**src/rtl/id_rom_arbiter.sv**
```systemverilog
// Round-robin arbiter sharing one 32x16 player-ID ROM between the ID check (port 0)
// and the profile lookup (port 1); waits out the ROM latency and returns the word with a one-cycle ack.
module id_rom_arbiter #(
    parameter int unsigned ROM_LATENCY = 2
) (
    input  logic        clk,
    input  logic        rst,
    input  logic        req0,
    input  logic [4:0]  addr0,
    input  logic        req1,
    input  logic [4:0]  addr1,
    output logic [4:0]  ROM_addr,
    input  logic [15:0] ROM_data,
    output logic        ack0,
    output logic        ack1,
    output logic [15:0] rdata,
    output logic        busy
);

    localparam int unsigned AW = 5;
    localparam int unsigned DW = 16;
    localparam int unsigned CW = 3;
    localparam logic [CW-1:0] LAST_WAIT = CW'(ROM_LATENCY - 1);

    typedef enum logic [1:0] {
        S_IDLE,
        S_WAIT,
        S_CAPTURE,
        S_DONE
    } state_t;

    state_t        r_state;
    state_t        w_state;
    logic [CW-1:0] r_cnt;
    logic [CW-1:0] w_cnt;
    logic          r_owner;
    logic          w_owner;
    logic          r_prio;
    logic          w_prio;
    logic [AW-1:0] r_rom_addr;
    logic [AW-1:0] w_rom_addr;
    logic [DW-1:0] r_rdata;
    logic [DW-1:0] w_rdata;
    logic          r_ack0;
    logic          w_ack0;
    logic          r_ack1;
    logic          w_ack1;
    logic          r_busy;
    logic          w_busy;
    logic          w_winner;

    // Only one requester: it wins outright; both: the priority pointer decides.
    always_comb begin
        w_winner = 1'b0;
        if (req0 && req1) begin
            w_winner = r_prio;
        end else if (req1) begin
            w_winner = 1'b1;
        end
    end

    always_ff @(posedge clk or posedge rst) begin
        if (rst) begin
            r_state    <= S_IDLE;
            r_cnt      <= '0;
            r_owner    <= 1'b0;
            r_prio     <= 1'b0;
            r_rom_addr <= '0;
            r_rdata    <= '0;
            r_ack0     <= 1'b0;
            r_ack1     <= 1'b0;
            r_busy     <= 1'b0;
        end else begin
            r_state    <= w_state;
            r_cnt      <= w_cnt;
            r_owner    <= w_owner;
            r_prio     <= w_prio;
            r_rom_addr <= w_rom_addr;
            r_rdata    <= w_rdata;
            r_ack0     <= w_ack0;
            r_ack1     <= w_ack1;
            r_busy     <= w_busy;
        end
    end

    always_comb begin
        w_state    = r_state;
        w_cnt      = r_cnt;
        w_owner    = r_owner;
        w_prio     = r_prio;
        w_rom_addr = r_rom_addr;
        w_rdata    = r_rdata;
        w_ack0     = 1'b0;
        w_ack1     = 1'b0;
        w_busy     = r_busy;

        case (r_state)
            S_IDLE: begin
                w_busy = 1'b0;
                if (req0 || req1) begin
                    w_rom_addr = w_winner ? addr1 : addr0;
                    w_owner    = w_winner;
                    w_prio     = ~w_winner;
                    w_cnt      = '0;
                    w_busy     = 1'b1;
                    w_state    = S_WAIT;
                end
            end
            S_WAIT: begin
                if (r_cnt == LAST_WAIT) begin
                    w_state = S_CAPTURE;
                end else begin
                    w_cnt = r_cnt + CW'(1);
                end
            end
            S_CAPTURE: begin
                w_rdata = ROM_data;
                w_ack0  = ~r_owner;
                w_ack1  = r_owner;
                w_state = S_DONE;
            end
            S_DONE: begin
                // Requests are deliberately not sampled here; a held req is served next cycle.
                w_busy  = 1'b0;
                w_state = S_IDLE;
            end
            default: begin
                w_state = S_IDLE;
            end
        endcase
    end

    assign ROM_addr = r_rom_addr;
    assign rdata    = r_rdata;
    assign ack0     = r_ack0;
    assign ack1     = r_ack1;
    assign busy     = r_busy;

endmodule

```
**config.mk**
```make
export PLATFORM = sky130hd
export DESIGN_NAME = id_rom_arbiter
export DESIGN_NICKNAME = d
export VERILOG_FILES = /design/src/rtl/id_rom_arbiter.sv
export SDC_FILE = /design/constraint.sdc
export NUM_CORES = 1
export LEC_CHECK = 0
export BUFFER_PORTS_ARGS = -buffer_cell sky130_fd_sc_hd__buf_4
export CELL_PAD_IN_SITES_DETAIL_PLACEMENT = 0
export CELL_PAD_IN_SITES_GLOBAL_PLACEMENT = 1
export CORE_MARGIN = 8
export CORE_UTILIZATION = 39
export DETAILED_ROUTE_END_ITERATION = 12
export GPL_TIMING_DRIVEN = 1
export PLACE_DENSITY = 0.88
export SYNTH_ARGS = -nofsm -noshare
export SYNTH_HDL_FRONTEND = slang
export SYNTH_SLANG_ARGS = --single-unit
```
**constraint.sdc**
```tcl
create_clock -name clk -period 3.3 [get_ports clk]
set_clock_uncertainty 0.1 [all_clocks]
set_input_delay 0.495 -clock clk [delete_from_list [all_inputs] [get_ports clk]]
set_output_delay 0.495 -clock clk [all_outputs]
set_load 0.02 [all_outputs]
```
==> results.yml <==
run_status:
  status: "finished, final reports clean"
synthesis:
  synth_area_leaders: "dfrtp_1 57%, mux2_2 13%, ha_1 5.5%, a221o_1 3.6%, and2_0 1.8%"
  synth_largest_area_cell: "dfrtp_1"
  yosys_warnings: 0
  synthCells: 105
  ys_types: 28
  async_flop_share_pct: 100
  synth_common_cells: "31 x dfrtp_1, 16 x mux2_2, 6 x ha_1, 6 x inv_1"
  yosysTopAreaCellShare_pct: 56.5
  synth_seq_cells: 31
  synth_most_common_cell: "dfrtp_1"
  ys.flop_type: "dfrtp_1"
  synth_edf_count: 0
  synthesis.nets: 141
  syn_area_sq_um: 1370
  synth-seq-area-share_pct: 56.5
  synth.avg_cell_area_sq_um: 13.1
pwr:
  clkPwrFrac_pct: 10.7
  internal_power_w: 0.00116
  combPwrFrac_pct: 53.3
  p_leak_nw: 0.905
  swShare_pct: 38.2
  ir_drop_v: 0.000365
  power.switching_w: 0.000714
  power.density_nw_per_um2: 1000
  power_w: 0.00187
  seq_power_share_pct: 36.0
clock_network:
  clk_pin_slew_worst_paths_ps: 90
  clock_latency_ps: 310
  htreeDepth: 2
  postCtsSetupBuffers: 0
  cts_sinks: 31
  cts_buffers: 5
  max-clock-path-buffers: 2
  hold_buffers: 0
  cts_tree: "built"
  cts_root_buffer: "clkbuf_4"
  cts.repair.resized: 0
global_route:
  overflow: 0
  grt_pass1_wl_mm: 4.80
  grt_max_degree: 32
  grt.total_usage_pct: 11.1
  grt_pass1_vias: 1101
  grt_antenna_before_repair: 0
sta:
  setup-violations-final: 0
  min_period_ps: 1820
  hold_violations: 0
  rsz0062_at_grt: "false"
  fin_crit_sh_pct: 55.0
  tightest_slew_ps: 1130
  slew_headroom_pct: 24.8
  drv_slew: 0
  fmax_mhz: 551
  setup_tns_ps: 0
critical_path:
  cp.arrival_ps: 1910
  critPathKind: "reg -> reg"
  worstPathCellList: "inv_1 -> ha_1 -> mux2_2"
  slowest_delay_ps: 660
  setup.worst_path.start_class: "register"
  critPathRequiredTime_ps: 3400
  cp_slowest_cell: "ha_1"
  cp_max_fo: 19
  endpoint_kind: "register"
layout:
  syn2layout_area_growth_pct: 35.8
  drive_gt1_share_pct: 48.5
  layoutNonFillerInstCount: 209
  nNetsFinal: 198
  diodes: 0
place:
  numPortBuffers: 53
  place_inst: 201
  place_congestion: 0.765
  hpwl_mm: 2.29
floorplanning:
  row_count: 21
  fp.dieH_um: 75.3
  die_w_um: 75.3
  pin_count: 54
  core_area_sq_um: 3360
  dieArea_sq_um: 5670
  start_util_pct: 40.8
route:
  routed_wirelength_mm: 2.93
  drtIter0Drc: 26
  drtPass1Iterations: 4
  drc: 0
  wl_per_cell_um: 14.0
  num_vias: 1019
  viasPerCell: 4.88
  antenna_left: 0
run:
  maxCapViolCount: 0
hold_path:
  hold_path_class: "in -> reg"
## layout make-up
type | count | area [sq um]
multi-input cells | 65 | 561
repair buffers | 53 | 398
well taps | 46 | 57.6
fillers | 313 | 1500
clock buffers | 7 | 45.0
flip-flops and latches | 31 | 776
clock inverters | 1 | 5.00
inverters | 6 | 22.5
## final timing paths
check	slack, ps	from	end	cells after the start
min in group asynchronous	370	rst	rdata[11]	2
setup reg to reg	1480	r_state[0]	rdata[5]	3
hold / removal	310	addr0[3]	ROM_addr[3]	2
hold reg to reg	370	r_owner	ack0	1
max in group asynchronous	2050	rst	rdata[1]	2
setup / recovery	1480	r_state[0]	rdata[5]	3
## stage by stage
| step | area [sq um] | hold WS [ps] | utilization [%] | setup WS, ps |
|---|---|---|---|---|
| 6_report | 1860 | 306 | 55.4 | 1480 |
| 5_1_grt | 1860 | 282 | 55.4 | 1380 |
| 4_1_cts | 1860 | 292 | 55.4 | 1460 |
| 3_5_place_dp | 1810 | 353 | 53.9 | 1480 |
| 3_3_place_gp | 1810 | 332 | 53.9 | 1560 |
| 2_1_floorplan | 1370 | 318 | - | 1720 |
## cells by family (layout without fill, tap and decap cells)
logic type / after synthesis / count (layout) / synth area share, %
buf+inv: 9 / 67 / 2.64
fa+ha+maj: 6 / 6 / 5.47
simple gates: 22 / 22 / 9.66
flops: 31 / 31 / 56.5
compound gates: 20 / 20 / 11.5
mux: 17 / 17 / 14.2
## worst max-delay path, delay by kind of cell (launching register included)
kind | cells | cell delay (ps)
adders and majority gates | 1 | 660
buffers and inverters | 1 | 100
DFF | 1 | 430
muxes | 1 | 410
## flip-flops by register name, indices dropped and copies added (netlist names)
register,count
r_owner,1
busy,1
ROM_addr,5
ack1,1
r_cnt,3
rdata,16
ack0,1
r_prio,1
r_state,2
## metal layers
metal | track usage (%) | routed length (um) | vias to the layer above | part of all wire [%]
met5 | 0 | 0 | - | 0
met2 | 18.4 | 1410 | 43 | 48
met4 | 4.48 | 46 | 0 | 1.6
li1 | - | - | 490 | -
met3 | 5.53 | 339 | 6 | 12
met1 | 11.8 | 1130 | 480 | 39
## power by group through the flow
stage / sequential (W) / combinational, W / clock, W
5_1_grt: 0.000702 / 0.00109 / 0.000234
3_5_place_dp: 0.000680 / 0.00102 / 0
6_report: 0.000674 / 0.000998 / 0.000199
3_3_place_gp: 0.000675 / 0.000989 / 0
2_1_floorplan: 0.000850 / 0.000479 / 0
4_1_cts: 0.000676 / 0.00102 / 0.000211
## cells in the final DEF, fill, tap and decap left out, types with 2 or more instances in the layout
cell type / synthesis / layout
a21o_1: 2 / 2
a21oi_1: 2 / 2
a221o_1: 5 / 5
a2bb2oi_1: 2 / 2
and2_0: 4 / 4
and2_1: 2 / 2
buf_4: 0 / 53
clkbuf_1: 1 / 2
clkbuf_4: 0 / 5
dfrtp_1: 31 / 31
ha_1: 6 / 6
inv_1: 6 / 6
mux2_2: 16 / 16
nand2_1: 5 / 5
nand3b_1: 2 / 2
nor2_1: 4 / 4
nor2b_1: 2 / 2
o221ai_1: 2 / 2
No activity file was read; power rests on OpenSTA's default activity.
